===== src/rtl/serial_word_packer_pkg.sv =====
// Shared types and constants for the serial word packer and the downstream reversal stage.
package serial_pack_pkg;

  typedef enum logic [1:0] {
    S_IDLE  = 2'd0,
    S_FILL  = 2'd1,
    S_STALL = 2'd2
  } pack_state_t;

  // Word width shared with the bit-reversal stage.
  localparam int PACK_WIDTH = 100;

endpackage


===== src/rtl/serial_word_packer_hold.sv =====
// Output word register with valid/ready: loads a completed word, holds it stable until taken.
module word_hold_reg
  import serial_pack_pkg::*;
#(
  parameter int WIDTH = PACK_WIDTH
) (
  input  logic             clk,
  input  logic             rst,
  input  logic             load,
  input  logic [WIDTH-1:0] load_word,
  input  logic             m_ready,
  output logic [WIDTH-1:0] m_word,
  output logic             m_valid,
  output logic             drain
);

  logic [WIDTH-1:0] word_reg, word_next;
  logic             valid_reg, valid_next;

  assign drain = valid_reg & m_ready;

  // A load in the same cycle as a drain keeps valid high with the new word.
  always_comb begin
    word_next  = word_reg;
    valid_next = valid_reg;
    if (load) begin
      word_next  = load_word;
      valid_next = 1'b1;
    end else if (drain) begin
      valid_next = 1'b0;
    end
  end

  always_ff @(posedge clk) begin
    if (rst) begin
      word_reg  <= '0;
      valid_reg <= 1'b0;
    end else begin
      word_reg  <= word_next;
      valid_reg <= valid_next;
    end
  end

  assign m_word  = word_reg;
  assign m_valid = valid_reg;

endmodule


===== src/rtl/serial_word_packer.sv =====
// Serial-to-parallel packer: 1-bit stream in, WIDTH-bit words out over valid/ready, double buffered.
// Define PACK_LSB_FIRST_EN to place the first accepted bit in m_word[0] instead of m_word[WIDTH-1].
module serial_word_packer
  import serial_pack_pkg::*;
#(
  parameter  int WIDTH = PACK_WIDTH,
  localparam int CNT_W = $clog2(WIDTH + 1)
) (
  input  logic             clk,
  input  logic             rst,
  input  logic             s_bit,
  input  logic             s_valid,
  output logic             s_ready,
  input  logic             s_flush,
  output logic [WIDTH-1:0] m_word,
  output logic             m_valid,
  input  logic             m_ready,
  output logic [CNT_W-1:0] bit_count
);

  // The shift register never holds more than WIDTH-1 bits; the last bit goes straight to the output.
  pack_state_t        state_reg, state_next;
  logic [CNT_W-1:0]   count_reg, count_next;
  logic [WIDTH-2:0]   shift_reg, shift_next;
  logic [WIDTH-2:0]   shift_moved;
  logic [WIDTH-1:0]   full_word;
  logic               at_last;
  logic               out_blocked;
  logic               accept;
  logic               complete;
  logic               drain;

  assign at_last     = (count_reg == CNT_W'(WIDTH - 1));
  assign out_blocked = m_valid & ~m_ready;
  assign s_ready     = ~rst & ~s_flush & (state_reg != S_STALL) & ~(at_last & out_blocked);
  assign accept      = s_valid & s_ready;
  assign complete    = accept & at_last;

  genvar gi;
  generate
    for (gi = 0; gi < WIDTH - 1; gi++) begin : g_shift
`ifdef PACK_LSB_FIRST_EN
      if (gi == WIDTH - 2) begin : g_top
        assign shift_moved[gi] = s_bit;
      end else begin : g_mid
        assign shift_moved[gi] = shift_reg[gi+1];
      end
`else
      if (gi == 0) begin : g_bot
        assign shift_moved[gi] = s_bit;
      end else begin : g_mid
        assign shift_moved[gi] = shift_reg[gi-1];
      end
`endif
    end
  endgenerate

`ifdef PACK_LSB_FIRST_EN
  assign full_word = {s_bit, shift_reg};
`else
  assign full_word = {shift_reg, s_bit};
`endif

  always_comb begin
    count_next = count_reg;
    shift_next = shift_reg;
    if (s_flush || complete) begin
      count_next = '0;
      shift_next = '0;
    end else if (accept) begin
      count_next = count_reg + CNT_W'(1);
      shift_next = shift_moved;
    end
  end

  always_comb begin
    state_next = state_reg;
    if (s_flush) begin
      state_next = S_IDLE;
    end else begin
      case (state_reg)
        S_IDLE: begin
          if (accept) state_next = S_FILL;
        end
        S_FILL: begin
          if (complete)                       state_next = S_IDLE;
          else if (at_last && out_blocked)    state_next = S_STALL;
        end
        S_STALL: begin
          if (drain || !m_valid) state_next = S_FILL;
        end
        default: state_next = S_IDLE;
      endcase
    end
  end

  always_ff @(posedge clk) begin
    if (rst) begin
      state_reg <= S_IDLE;
      count_reg <= '0;
      shift_reg <= '0;
    end else begin
      state_reg <= state_next;
      count_reg <= count_next;
      shift_reg <= shift_next;
    end
  end

  word_hold_reg #(
    .WIDTH(WIDTH)
  ) u_hold (
    .clk      (clk),
    .rst      (rst),
    .load     (complete),
    .load_word(full_word),
    .m_ready  (m_ready),
    .m_word   (m_word),
    .m_valid  (m_valid),
    .drain    (drain)
  );

  assign bit_count = count_reg;

endmodule


===== config.mk =====
export PLATFORM = sky130hd
export DESIGN_NAME = serial_word_packer
export DESIGN_NICKNAME = d
export VERILOG_FILES = /design/src/rtl/serial_word_packer_pkg.sv /design/src/rtl/serial_word_packer_hold.sv /design/src/rtl/serial_word_packer.sv
export SDC_FILE = /design/constraint.sdc
export NUM_CORES = 1
export LEC_CHECK = 0
export ABC_AREA = 1
export CAP_MARGIN = 10
export CORE_ASPECT_RATIO = 1.1
export CORE_UTILIZATION = 39
export CTS_BUF_LIST = sky130_fd_sc_hd__clkbuf_4 sky130_fd_sc_hd__clkbuf_8
export DETAILED_ROUTE_END_ITERATION = 10
export PLACE_DENSITY = 0.61
export SETUP_SLACK_MARGIN = 0.3
export SYNTH_ARGS = -nofsm -noshare
export SYNTH_HDL_FRONTEND = slang
export SYNTH_SLANG_ARGS = --single-unit

===== constraint.sdc =====
create_clock -name clk -period 2.09 [get_ports clk]
set_input_delay 0.627 -clock clk [delete_from_list [all_inputs] [get_ports clk]]
set_output_delay 0.627 -clock clk [all_outputs]
set_load 0.005 [all_outputs]

## Yosys cells after proc, flatten, opt, wreduce, memory -nomap -nowiden

Cells that the tools add are included.

| word-level totals | value |
|---|---|
| logic and storage cells | 41 |
| flip-flop bits (word level) | 209 |

| cells by class | value |
|---|---|
| reductions and logical operators | 9 |
| add/subtract/negate cells | 1 |
| eq/ne operators | 7 |
| bitwise gates (word level) | 12 |
| multiplexer cells | 7 |

Operators by type and width:

| operator | number |
|---|---|
| 1-bit bitwise AND | 8 |
| 2-bit 2-to-1 mux | 4 |
| 7-bit by 1-bit adder with 7-bit output, second input constant | 1 |
| 7-bit == test, second input constant | 1 |
| 2-bit != test, second input constant | 3 |
| 2-bit one-hot mux with 3 select lines | 1 |
| 1-bit inverter | 4 |
| 2-bit OR reduction | 2 |
| 3-bit != test, second input constant | 1 |
| 3-bit AND reduction | 1 |
| 2-bit by 1-bit == test with 1-bit output, second input constant | 1 |
| 2-bit == test, second input constant | 1 |
| 2-bit logical NOT | 1 |
| 1-bit logical OR | 2 |
| 1-bit 2-to-1 mux | 2 |
| 2-bit nonzero test | 1 |
| 1-bit logical AND | 1 |
| 1-bit logical NOT | 1 |

## Longest topological paths before layout

Gate-level depths: netlist of run 1.

| depth | value |
|---|---|
| word-level depth | 9 |
| gate-level depth with buffers | 10 |
| mapped depth without buffers | 8 |

## Hierarchy

Synthesis of run 1 repeated with hierarchy kept, for this count alone.

| second synthesis, totals | value |
|---|---|
| cells, all modules | 959 |
| area, all modules | 7,758.7 um2 |

Modules (own cells, without submodules):

| module | instances | area each (um2) | cells an instance |
|---|---|---|---|
| serial_word_packer | 1 | 4,170.2 | 519 |
| word_hold_reg | 1 | 3,588.4 | 440 |

## Worst setup path after synthesis of run 1

OpenSTA, ideal clock, no wires.

| timing | value |
|---|---|
| path type | input-to-reg |
| from | input port s_flush |
| to | register u_hold.word_reg[64], in the netlist u_hold.m_word[64] |
| arrival | 1.632 ns |
| setup time | 0.119 ns |
| stages on the path | 8 |
| setup slack | 0.339 ns |
| buffers on the path | 2 |
| path through | inv_1 > nand2_1 > nor2_2 > nand4_4 > buf_2 > buf_2 > o21ai_0 > a21oi_1 |

| between the ends | value |
|---|---|
| cells in the longest elaborated chain, start to end | 6 |

RTL lines:

| what | line | text |
|---|---|---|
| start, declared | serial_word_packer.sv:14 | `input logic s_flush,` |
| 1-bit inverter | serial_word_packer.sv:35 | `assign s_ready = ~rst & ~s_flush & (state_reg != S_STALL) & ~(at_last & out_blocked);` |
| 1-bit bitwise AND (3 in series) | serial_word_packer.sv:35 |  |
| 1-bit bitwise AND | serial_word_packer.sv:36 | `assign accept = s_valid & s_ready;` |
| 1-bit bitwise AND | serial_word_packer.sv:37 | `assign complete = accept & at_last;` |
| end signal, assigned | serial_word_packer_hold.sv:39 | `word_reg <= word_next;` |
| end, declared | serial_word_packer_hold.sv:17 | `logic [WIDTH-1:0] word_reg, word_next;` |

No other way between the ends.
A chain may end at the register's enable or synchronous reset.

## Final worst setup path of run 1

| timing | value |
|---|---|
| from | register count_reg[0], in the netlist bit_count[0] |
| to | output port s_ready |

| between the ends | value |
|---|---|
| cells in the longest elaborated chain, start to end | 4 |

RTL lines:

| what | line | text |
|---|---|---|
| start, declared | serial_word_packer.sv:23 | `logic [CNT_W-1:0] count_reg, count_next;` |
| start signal, assigned | serial_word_packer.sv:104 | `count_reg <= count_next;` |
| 7-bit == test | serial_word_packer.sv:33 | `assign at_last = (count_reg == CNT_W'(WIDTH - 1));` |
| 1-bit bitwise AND | serial_word_packer.sv:35 |  |
| 1-bit inverter | serial_word_packer.sv:35 |  |
| 1-bit bitwise AND | serial_word_packer.sv:35 |  |
| end, declared | serial_word_packer.sv:13 | `output logic s_ready,` |

No other way between the ends.

==> out/metrics.csv, run 1 <==
metric,value,unit
port_buffers,114,
antenna_cells,0,
rr_endpoint,bit_count[2],
timing_max_transition_violations_final,0,
max_ffs_per_register,100,
r2r_start,bit_count[0],
postLayoutCellArea,9873,um2
firstDrtPassIters,5,
mappedNetlistArea,7521,um2
cts.sink_count,209,
design.core.area,18670,um2
worst_slew_margin_rel,37.25,%
start_kind,flop,
postSynth.topFlopCell,dfxtp_1,
nets,1080,
yosys_warnings,0,
count_of_standard_cell_rows,52,
yosysMostFrequentCell,nand2_1,
cp_data_arrival_time,1.47,ns
routed-via-count,6378,
cts_buffers,36,
hold_violations,0,
finalCoreUtilization,52.87,%
clkTransAtPathRegs,0.06,ns
drt_drc_violations_left,0,
min-delay-path-class,reg -> reg,
die_height,147.6,um
global_route_wire_length_before_repair,27.82,mm
worstSetupPathType,reg -> out,
wire_per_inst,12.50,um
h-tree-depth,2,
worst_r2r_path_depth,11,
fin_ws,-0.004274,ns
netlist_instances,942,
number_of_buffers_inserted_by_hold_repair_at_cts,0,
fmax,477.5,MHz
power_density,824.4,nW/um2
critical_path_peak_fanout,2,
grt_start_max_net_pins,101,
first_element_of_the_critical_path,bit_count[0],
timing.critical_path.to,s_ready,
layout-drive-gt1-share,14.26,%
placed_area,9016,um2
rsz0062_at_grt,yes,
cap_violations,0,
root_buffer,clkbuf_8,
synth.top_cells.by_area,"dfxtp_1 (56%), a21oi_1 (14%), nand2_1 (11%)",
design.die.area,19840,um2
drt-vias-per-instance,4.770,
cp.required,1.46,ns
route.final.wire_length,16.72,mm
placer_congestion,0.7418,
clk-insertion-delay-late,0.51,ns
ant_nets,0,
synthDistinctLibCells,23,
skew,0.008661,ns
regToRegSetupSlack,0.35,ns
yosysTopAreaCellShare,55.63,%
initial_core_util,40.28,%
grt_overflow_total,0,
synth_area_leader_cell,dfxtp_1,
min_period_over_period,100.2,%
cts_tree,done,
irDropWorstVdd,0.4962,mV
num_io_pins,115,
cts_buffer_depth,3,
syn_area_per_cell,7.984,um2
setup-violations-final,1,
die-width,134.4,um
initial_drc_count,247,
power.total,0.008139,W
leakage,3.913,nW
syn2layout_area_growth,31.28,%
tightestPinTransition,0.9413,ns
synth.yosys.seq_area_share,55.63,%
post_synth_most_frequent_cells,"nand2_1 (222), dfxtp_1 (209), a21oi_1 (208)",
outcome,"finished, violations left",
end_kind,primary output,
fin_crit_period,2.094,ns
async_reset_ff_share,0,%
grt_use_total,17.01,%
antenna_violations_before_repair,0,
detailed_place_hpwl,9.132,mm
postSynthRegisterBits,209,
first_global_vias,5929,
synth_enable_flop_cells,0,
mappedNetlistNets,949,
failing_checks,negative setup slack,
-- metal layers --
layer  global-route usage [%]  vias up  wire length [um]
li1                         -     3284                 -
met1                    22.13     2921              8080
met2                    27.41      145              7370
met3                    4.492       28               964
met4                    5.449        0               299
met5                        0        -                 0
-- cells by family after synthesis --
group,Yosys count,synth area share [%]
AOI/OAI and AO/OA,308,20.50
xor gates and xnor gates,5,0.5822
adders and majority gates,1,0.1663
buffers and inverters,178,10.30
DFF,209,55.63
and+or+nand+nor,241,12.83
-- cell usage in the layout (no fill, tap or decap), types with 11 or more instances in the layout --
master / Yosys / layout
o21ai_1: 61 / 62
clkbuf_8: 0 / 45
a21oi_1: 208 / 208
o21ai_0: 39 / 38
dfxtp_2: 0 / 29
inv_1: 110 / 109
dlygate4sd2_1: 0 / 104
dfxtp_1: 209 / 180
buf_4: 4 / 30
clkbuf_4: 0 / 11
nand2_1: 222 / 221
-- worst min path at each step --
stage	start	endpoint	slack, ns	cells past startpoint
2_1_floorplan	u_hold.m_word[0]	u_hold.m_word[0]	0.44	2
3_3_place_gp	u_hold.m_word[48]	u_hold.m_word[48]	0.43	2
3_5_place_dp	u_hold.m_word[57]	u_hold.m_word[57]	0.44	2
4_1_cts	rst	u_hold.m_valid	0.42	2
5_1_grt	rst	u_hold.m_valid	0.44	2
6_report	u_hold.m_word[40]	u_hold.m_word[40]	0.44	2
-- worst max-delay path, stage by stage, from the launching register on --
cell,delay (ns)
dfxtp_2,0.35
ha_4,0.15
nand2_4,0.05
nor2_4,0.12
nand2_2,0.08
inv_2,0.07
nor3_2,0.03
buf_2,0.12
-- timing repair --
item / 4_1_cts / 5_1_grt
cloned: 3 / 1
pin swaps: 3 / 3
gates resized for setup: 172 / 5
endpoints found under the setup margin: 211 / 214
buffers inserted: 2 / 1
hold endpoints to repair: 0 / 0
-- report_power, final --
group          total [W]  switching (W)  internal [W]
clock            0.00391        0.00155       0.00236
sequential       0.00399     0.00000118       0.00399
combinational   0.000242       0.000156     0.0000857
total            0.00814        0.00170       0.00644
-- through the flow --
step / cells / setup TNS, ns / hold WS, ns / setup slack (ns)
after CTS: 1335 / -0.008313 / 0.4191 / -0.008313
final: 1337 / -0.004274 / 0.4398 / -0.004274
after global routing: 1337 / -0.08681 / 0.4381 / -0.08681
after global placement: 1271 / -51.69 / 0.4334 / -0.4550
after floorplan: 942 / 0 / 0.4402 / 0.3388
after detailed placement: 1271 / -52.29 / 0.4366 / -0.4573
-- cell type report --
class,instances,area [um2]
fill,1785,8800
sequential,209,4220
multi-input combinational,555,2608
timing repair buffer,159,1553
clock buffer,56,701.9
inverter,112,421.7
tap,243,304.0
clock inverter,3,65.06
Note: power is estimated with default switching activity, not from simulation.
==> inputs of run 2 (changes only) <==
ABC_CLOCK_PERIOD_IN_PS = 2090   (was unset)
==> results of run 2 <==
The final DEF is identical to that of run 1; final timing and power are the same.
